## src/rtl/fetch_unit.sv

```systemverilog
// Non-pipelined instruction fetch sequencer: fetches one word, hands it to decode,
// waits for execution to finish, then computes the next PC (sequential or branch).
module fetch_unit #(
    parameter int unsigned PC_W     = 10,
    parameter int unsigned IW       = 9,
    parameter int unsigned START_PC = 0
) (
    input  logic            clock,
    input  logic            reset_n,
    input  logic            start,
    output logic            imem_req,
    output logic [PC_W-1:0] imem_addr,
    input  logic            imem_ack,
    input  logic [IW-1:0]   imem_rdata,
    output logic            instr_valid,
    input  logic            instr_ready,
    output logic [IW-1:0]   instr,
    output logic [PC_W-1:0] instr_pc,
    input  logic            exec_done,
    input  logic            br_en,
    input  logic            br_out,
    input  logic [7:0]      br_offset,
    input  logic            halt,
    output logic            halted,
    output logic [15:0]     instr_count
);

    localparam logic [PC_W-1:0] StartPc = PC_W'(START_PC);

    typedef enum logic [2:0] {StIdle, StFetch, StIssue, StExec, StHalted} state_e;

    state_e          r_state;
    logic [PC_W-1:0] r_pc;
    logic [PC_W-1:0] r_instr_pc;
    logic [IW-1:0]   r_instr;
    logic [15:0]     r_count;
    logic            r_imem_req;
    logic            r_instr_valid;
    logic            r_halted;

    logic [PC_W-1:0] w_off_ext;
    logic [PC_W-1:0] w_br_target;
    logic [PC_W-1:0] w_seq_target;
    logic            w_taken;

    // Sign-extend (or truncate) the 8-bit offset to PC width; sums wrap modulo 2^PC_W.
    assign w_off_ext    = PC_W'($signed(br_offset));
    assign w_br_target  = r_instr_pc + w_off_ext;
    assign w_seq_target = r_instr_pc + PC_W'(1);
    assign w_taken      = br_en & br_out;

    always_ff @(posedge clock) begin
        if (!reset_n) begin
            r_state       <= StIdle;
            r_pc          <= StartPc;
            r_instr_pc    <= '0;
            r_instr       <= '0;
            r_count       <= '0;
            r_imem_req    <= 1'b0;
            r_instr_valid <= 1'b0;
            r_halted      <= 1'b0;
        end else begin
            case (r_state)
                StIdle, StHalted: begin
                    if (start) begin
                        r_pc       <= StartPc;
                        r_count    <= '0;
                        r_state    <= StFetch;
                        r_imem_req <= 1'b1;
                        r_halted   <= 1'b0;
                    end
                end
                StFetch: begin
                    if (imem_ack) begin
                        r_instr       <= imem_rdata;
                        r_instr_pc    <= r_pc;
                        r_state       <= StIssue;
                        r_imem_req    <= 1'b0;
                        r_instr_valid <= 1'b1;
                    end
                end
                StIssue: begin
                    if (instr_ready) begin
                        r_state       <= StExec;
                        r_instr_valid <= 1'b0;
                    end
                end
                StExec: begin
                    if (exec_done) begin
                        if (r_count != 16'hFFFF) begin
                            r_count <= r_count + 16'd1;
                        end
                        // Halt wins over any branch outcome and leaves the PC untouched.
                        if (halt) begin
                            r_state  <= StHalted;
                            r_halted <= 1'b1;
                        end else begin
                            r_pc       <= w_taken ? w_br_target : w_seq_target;
                            r_state    <= StFetch;
                            r_imem_req <= 1'b1;
                        end
                    end
                end
                default: begin
                    r_state       <= StIdle;
                    r_imem_req    <= 1'b0;
                    r_instr_valid <= 1'b0;
                    r_halted      <= 1'b0;
                end
            endcase
        end
    end

    assign imem_req    = r_imem_req;
    assign imem_addr   = r_pc;
    assign instr_valid = r_instr_valid;
    assign instr       = r_instr;
    assign instr_pc    = r_instr_pc;
    assign halted      = r_halted;
    assign instr_count = r_count;

endmodule

```

## config.mk

```make
export PLATFORM = sky130hd
export DESIGN_NAME = fetch_unit
export DESIGN_NICKNAME = d
export VERILOG_FILES = /design/src/rtl/fetch_unit.sv
export SDC_FILE = /design/constraint.sdc
export NUM_CORES = 1
export LEC_CHECK = 0
export BUFFER_PORTS_ARGS = -buffer_cell sky130_fd_sc_hd__buf_4
export CORE_UTILIZATION = 40
export DETAILED_ROUTE_END_ITERATION = 6
export PLACE_DENSITY = 0.66
export SLEW_MARGIN = 10
export SYNTH_ARGS = -nofsm -noshare
export SYNTH_HDL_FRONTEND = slang
export SYNTH_SLANG_ARGS = --single-unit
```

## constraint.sdc

```tcl
create_clock -name clock -period 1.7 [get_ports clock]
set_input_delay 0.085 -clock clock [delete_from_list [all_inputs] [get_ports clock]]
set_output_delay 0.085 -clock clock [all_outputs]
set_load 0.01 [all_outputs]
```

==> results of run 1 <==
==> cells by family (layout without fill, tap and decap cells) <==
logic type / Yosys count / in the layout / share of synthesized area, %
AO/OA/AOI/OAI: 85 / 85 / 20.31
AND/OR/NAND/NOR: 146 / 146 / 28.32
adder cells (fa/ha/maj): 11 / 11 / 5.403
flip-flops: 51 / 51 / 38.01
buffers and inverters: 21 / 143 / 3.726
XOR/XNOR: 13 / 13 / 4.239
==> where the power goes <==
| part | leakage, uW | total [uW] | switching [uW] | internal [uW] |
|---|---|---|---|---|
| registers | 0.000417 | 1260 | 24.9 | 1230 |
| clock network | 0.0000515 | 770 | 398 | 373 |
| logic | 0.00118 | 558 | 294 | 264 |
==> flip-flops by register name (all words and copies together), names as in the netlist <==
register and flops:
instr 9, r_state 3, instr_count 16, imem_addr 10
halted 1, instr_valid 1, instr_pc 10, imem_req 1
==> worst max-delay path: stages, from the launching register on <==
cell	delay, ns
dfxtp_2	0.36
ha_4	0.14
inv_2	0.04
fa_2	0.36
nor2b_2	0.16
buf_4	0.12
o21a_1	0.16
nor3_2	0.05
nand3b_1	0.18
a21oi_2	0.15
==> cell type report <==
cell class	count	area, um^2	share of cell area (%)
multi-input cells	255	1780	44.18
flip-flops and latches	51	1036	25.71
repair buffers	129	994.7	24.68
clock buffers	8	100.1	2.484
well taps	77	96.34	2.391
inverters	6	22.52	0.5588
==> per-layer routing <==
| metal | vias up | global-route usage (%) |
|---|---|---|
| li1 | 1415 | - |
| met1 | 1324 | 26.76 |
| met2 | 77 | 35.10 |
| met3 | 8 | 3.858 |
| met4 | 0 | 5.486 |
| met5 | - | 0 |
==> path summary, 6_finish.rpt <==
| kind | startpoint | to | slack (ns) | depth (start not counted) |
|---|---|---|---|---|
| worst max-delay path | instr_pc[0]$_SDFFE_PN0P_ | imem_addr[4]$_SDFFE_PN0P_ | -0.08 | 9 |
| worst min register to register | instr[8]$_SDFFE_PN0P_ | instr[8]$_SDFFE_PN0P_ | 0.46 | 2 |
| worst min-delay path | imem_rdata[1] | instr[1]$_SDFFE_PN0P_ | 0.02 | 3 |
| worst max register to register | instr_pc[0]$_SDFFE_PN0P_ | imem_addr[4]$_SDFFE_PN0P_ | -0.08 | 9 |
==> timing repair <==
item	CTS	global route
buffers inserted	1	7
cloned	0	1
pin swaps	5	19
endpoints found under the setup margin	5	17
resized for setup	7	34
==> cells in the final DEF (no fill, tap or decap), types with 3 or more instances in the layout <==
master / count
dfxtp_1: 41
nor2_1: 22
clkbuf_8: 7
ha_1: 5
a21o_1: 4
and3_1: 9
xnor2_1: 13
nand3_1: 16
ha_4: 5
nand2_1: 56
a2111oi_4: 4
a31oi_1: 6
nor4_4: 3
dfxtp_2: 9
nor3_1: 5
o21ai_0: 9
a21oi_2: 3
inv_1: 4
a21oi_1: 41
and4_4: 3
nand4_1: 4
buf_4: 125
nand3b_1: 6
==> stage by stage <==
stage | hold slack (ns) | worst slack, ns | instances | area (um^2) | TNS [ns]
3_3_place_gp | 0.3351 | -0.03276 | 509 | 3642 | -0.04750
4_1_cts | 0.01467 | -0.02583 | 518 | 3790 | -0.02668
5_1_grt | 0.01702 | -0.1277 | 526 | 4030 | -0.5278
6_report | 0.02295 | -0.08023 | 526 | 4030 | -0.09685
2_1_floorplan | 0.2210 | -0.03853 | 327 | 2711 | -0.06591
3_5_place_dp | 0.3419 | -0.08264 | 509 | 3642 | -0.1611
==> run metrics, run 1 <==
status=finished, violations left; failing checks=DRC, setup timing; # setup viols final=4; worst min path class=in2reg; largest net degree at the start of global routing=33; sequential element share of the synthesized area=38.01%; routed via count=2824; Initial Util=41.83%; Cell Rows=29; Post-synth ARST share=0%; Worst Max-Slew Pin Slew=0.3972 ns; Routed WL=7.817 mm; hpwl dp=around 5.3 mm; met3 WL=363 um; DR pass1 iterations=7; FF+latch count, synth=51; dominant synthesized flop cell=dfxtp_1; DR WL met2=4.024 mm; largest area contributor in the netlist=dfxtp_1; max-slew violation count=0; RSZ-0062 raised after global routing=true; clock root cell=clkbuf_8; htree depth=2; Setup crit end kind=flop; syn_area_per_cell=slightly above 8 um^2; clock sinks=51; synthesized area=around 2700 um^2; synth top area cells=dfxtp_1 38%, a21oi_1 8.2%, nand2_1 7.8%, ha_1 4.7%, xnor2_1 4.2%; post-synth top area share=38.01%; vias per cell=5.369; drt drc=10; gr ovfl total=0; IO Count=74; vias in the first global route=around 2500; final worst path period share=104.7%; initial antenna violation count=0; gr usage total=20.64%; Die W=83.95 um; layout net count=around 490; Final Power=2585 uW; PwrDens=641.5 nW/um^2; first-pass GRT wire length=11.75 mm; Worst-Skew Late Latency=0.30 ns; Placer Congestion=0.7620; FMAX=561.7 MHz; Util after Layout=roughly 63%; Clock Skew=0.006241 ns; DR top layer=met4; area delta synth->final=50.02%; DR WL/cell=14.86 um; CTS Buf Count=5; clk slew on worst S/H paths=0.09 ns; CTS Buffer Depth=2; Die H=~84 um; relative slew slack=between 70% and 80%; endpoints failing hold=0; met1 WL=3.341 mm; setup ws final=-0.08023 ns; share of cells above drive strength 1=40.53%; # port buffers=73; top-count cell post-synth=nand2_1; net count after synthesis=about 360; WS Path Type=reg2reg; CTS tree=done; max-cap viol count=0; Worst setup SP type=flop; Gate Count Post-Synth=327; diode count=0; LEAKAGE=0.001649 uW; Max IR drop VDD=0.4328 mV; Critical Path RT=1.94 ns; fin crit period=1.780 ns; Die Area=a little over 7000 um^2; Ys Warns=0; synth cell count leaders=56 x nand2_1, 51 x dfxtp_1, 44 x a21oi_1, 23 x nor2_1, 18 x nand3_1; crit path DAT=2.02 ns; Iter 0 DRT Violations=between 100 and 150; fill count=561; Antenna Nets Post-Route=0; Core Footprint=6422 um^2; cts hold-fix bufs=0; CP max FO=2; Post-synth EDFFs=0; Netlist cell types=between 40 and 50
Note: power is estimated with default switching activity, not from simulation.
==> inputs of run 2 (changes only) <==
==> constraint.sdc (replaced) <==
create_clock -name clock -period 1.5 [get_ports clock]
set_input_delay 0.075 -clock clock [delete_from_list [all_inputs] [get_ports clock]]
set_output_delay 0.075 -clock clock [all_outputs]
set_load 0.01 [all_outputs]
==> run metrics, run 2 (synthesized netlist as in run 1, its figures left out) <==
status=finished, violations left; failing checks=DRC, setup timing; final worst path period share=115.7% (+11 points); placed instance area=3969 um^2 (+9.0%); Sw Share=27.87% (+0.16 points); area delta synth->final=65.30%; most common cell after layout, fill and taps aside=buf_4; layout net count=518 (+6.8%); Sequential Power Share=46.5% (-2.1 points); Antenna Nets Post-Route=0 (unchanged); relative slew slack=71.33% (-2.1 points); Slowest Stage Delay on Critical Path=0.36 ns (about the same); htree depth=2 (unchanged); Clk pwr share=30.5% (+0.7 points); gr ovfl total=0 (unchanged); Multi-input gate area=1912 um^2 (+7.4%); clk slew on worst S/H paths=0.09 ns (about the same); routed via count=2976 (+5.4%); # port buffers=73 (unchanged); vias in the first global route=2692 (+6.5%); Cell Rows=29 (unchanged); PwrDens=687.9 nW/um^2 (+7.2%); max reg flops=16 (unchanged); IO Count=74 (unchanged); fin crit period=1.735 ns (-0.04543 ns); gr usage total=22.78% (+2.1 points); CTS Buf Count=5 (unchanged); FF/Latch Area=1059 um^2 (+2.2%); WS Path Type=reg2reg; crit path DAT=1.95 ns (-0.07 ns); CTS Buffer Depth=2 (unchanged); CP cell instances=ha_4 > a21o_1 > buf_4 > a21oi_1 > a21oi_2 > o21a_1 > o31ai_1; Worst-Skew Late Latency=0.31 ns (about the same); worst min path class=in2reg; CTS tree=done; Comb pwr share=23.0% (+1.4 points); Worst setup SP type=flop; Clock Skew=0.01304 ns (+0.006795 ns); DR pass1 iterations=7 (unchanged); drt drc=7 (-3); # setup viols final=21 (+17); Max stage delay cell, worst path=dfxtp_4; endpoints failing hold=0 (unchanged); Die H=83.95 um (unchanged); Final TNS setup=-1.964 ns (-1.867 ns); Psw=851.3 uW (+19%); LEAKAGE=0.001857 uW (+13%); Die Area=7048 um^2 (unchanged); hpwl dp=5.637 mm (+6.2%); Int Pwr=2203 uW (+18%); Iter 0 DRT Violations=161 (+26%); max-cap viol count=0 (unchanged); RSZ-0062 raised after global routing=true; Initial Util=41.83% (unchanged); Max IR drop VDD=0.5277 mV (+22%); largest net degree at the start of global routing=33 (unchanged); vias per cell=5.324 (-0.84%); Routed WL=8.172 mm (+4.5%); Setup crit end kind=flop; share of cells above drive strength 1=49.59% (+9.1 points); Critical Path RT=1.72 ns (-0.22 ns); final hold slack=0.01433 ns (-0.008623 ns); clock sinks=51 (unchanged); CP max FO=4 (+2); DR WL/cell=14.62 um (-1.6%); FMAX=576.4 MHz (+2.6%); most frequent cells in the layout=152 x buf_4, 56 x nand2_1, 37 x a21oi_1; fill count=517 (-7.8%); Die W=83.95 um (unchanged); Final Cell Area=4441 um^2 (+10%); initial antenna violation count=0 (unchanged); first-pass GRT wire length=12.92 mm (+10%); Worst Max-Slew Pin Slew=0.4290 ns (+0.03185 ns); clock root cell=clkbuf_8; max-slew violation count=0 (unchanged); Placer Congestion=0.8128 (+6.7%); diode count=0 (unchanged); Core Footprint=6422 um^2 (unchanged); setup ws final=-0.2348 ns (-0.1546 ns)
## run 2: changes by cell type in the layout (fill, tap and decap cells not counted), moves of 3 or more
| cell | delta |
|---|---|
| buf_4 | +27 |
| dfxtp_1 | -8 |
| buf_6 | +5 |
| dfxtp_4 | +5 |
| a21oi_1 | -4 |
| nor2_1 | -4 |
| dfxtp_2 | +3 |
| nor2_2 | +3 |
## run 2: power by group through the flow
stage	Combinational [uW]	Clock [uW]	Sequential, uW
floorplan	317	0	1470
global placement	604	0	1450
detailed placement	611	0	1450
CTS	663	968	1420
global route	766	1020	1430
finish	703	932	1420
## run 2: cell type report
cell class	count	area share, %
Timing Repair Buffer	160	27.90
Inverter	6	0.5072
Sequential cell	51	23.84
Clock buffer	7	2.423
Tap cell	77	2.170
Clock inverter	1	0.1127
Multi-Input combinational cell	257	43.05
## run 2: worst paths after layout
check	startpoint	end	slack [ns]	cells past startpoint
max	instr_pc[4]$_SDFFE_PN0P_	imem_addr[8]$_SDFFE_PN0P_	-0.23	7
max reg2reg	instr_pc[4]$_SDFFE_PN0P_	imem_addr[8]$_SDFFE_PN0P_	-0.23	7
min	imem_rdata[6]	instr[6]$_SDFFE_PN0P_	0.01	3
min reg2reg	instr[8]$_SDFFE_PN0P_	instr[8]$_SDFFE_PN0P_	0.46	2
## run 2: layer usage
metal	global-route usage, %	wire, um	vias up
met4	5.643	106	0
met5	0	0	-
met2	37.63	4059	70
li1	-	-	1495
met3	3.759	334	10
met1	30.89	3672	1401
## run 2: stage by stage
| stage | power [uW] | utilization [%] | worst slack (ns) | cells |
|---|---|---|---|---|
| after floorplan | 1790 | - | -0.1260 | 327 |
| after global placement | 2056 | 61.80 | -0.2208 | 534 |
| after detailed placement | 2065 | 61.80 | -0.2596 | 534 |
| after CTS | 3052 | 66.12 | -0.1685 | 550 |
| after global routing | 3214 | 69.14 | -0.2974 | 559 |
| final | 3055 | 69.14 | -0.2348 | 559 |
## run 2: timing repair
action,4_1_cts,5_1_grt
setup buffers,7,8
hold buffers,0,1
endpoints found under the setup margin,23,40
resized for setup,17,29
hold endpoints to repair,0,1
cloned,2,1
pin swaps,21,22
## run 2: critical path, delay by kind of cell, from the launching register on
| kind | cells | cell delay (ns) |
|---|---|---|
| adder cells (fa/ha/maj) | 1 | 0.22 |
| buffers and inverters | 1 | 0.15 |
| AO/OA/AOI/OAI | 5 | 0.91 |
| flip-flops | 1 | 0.36 |
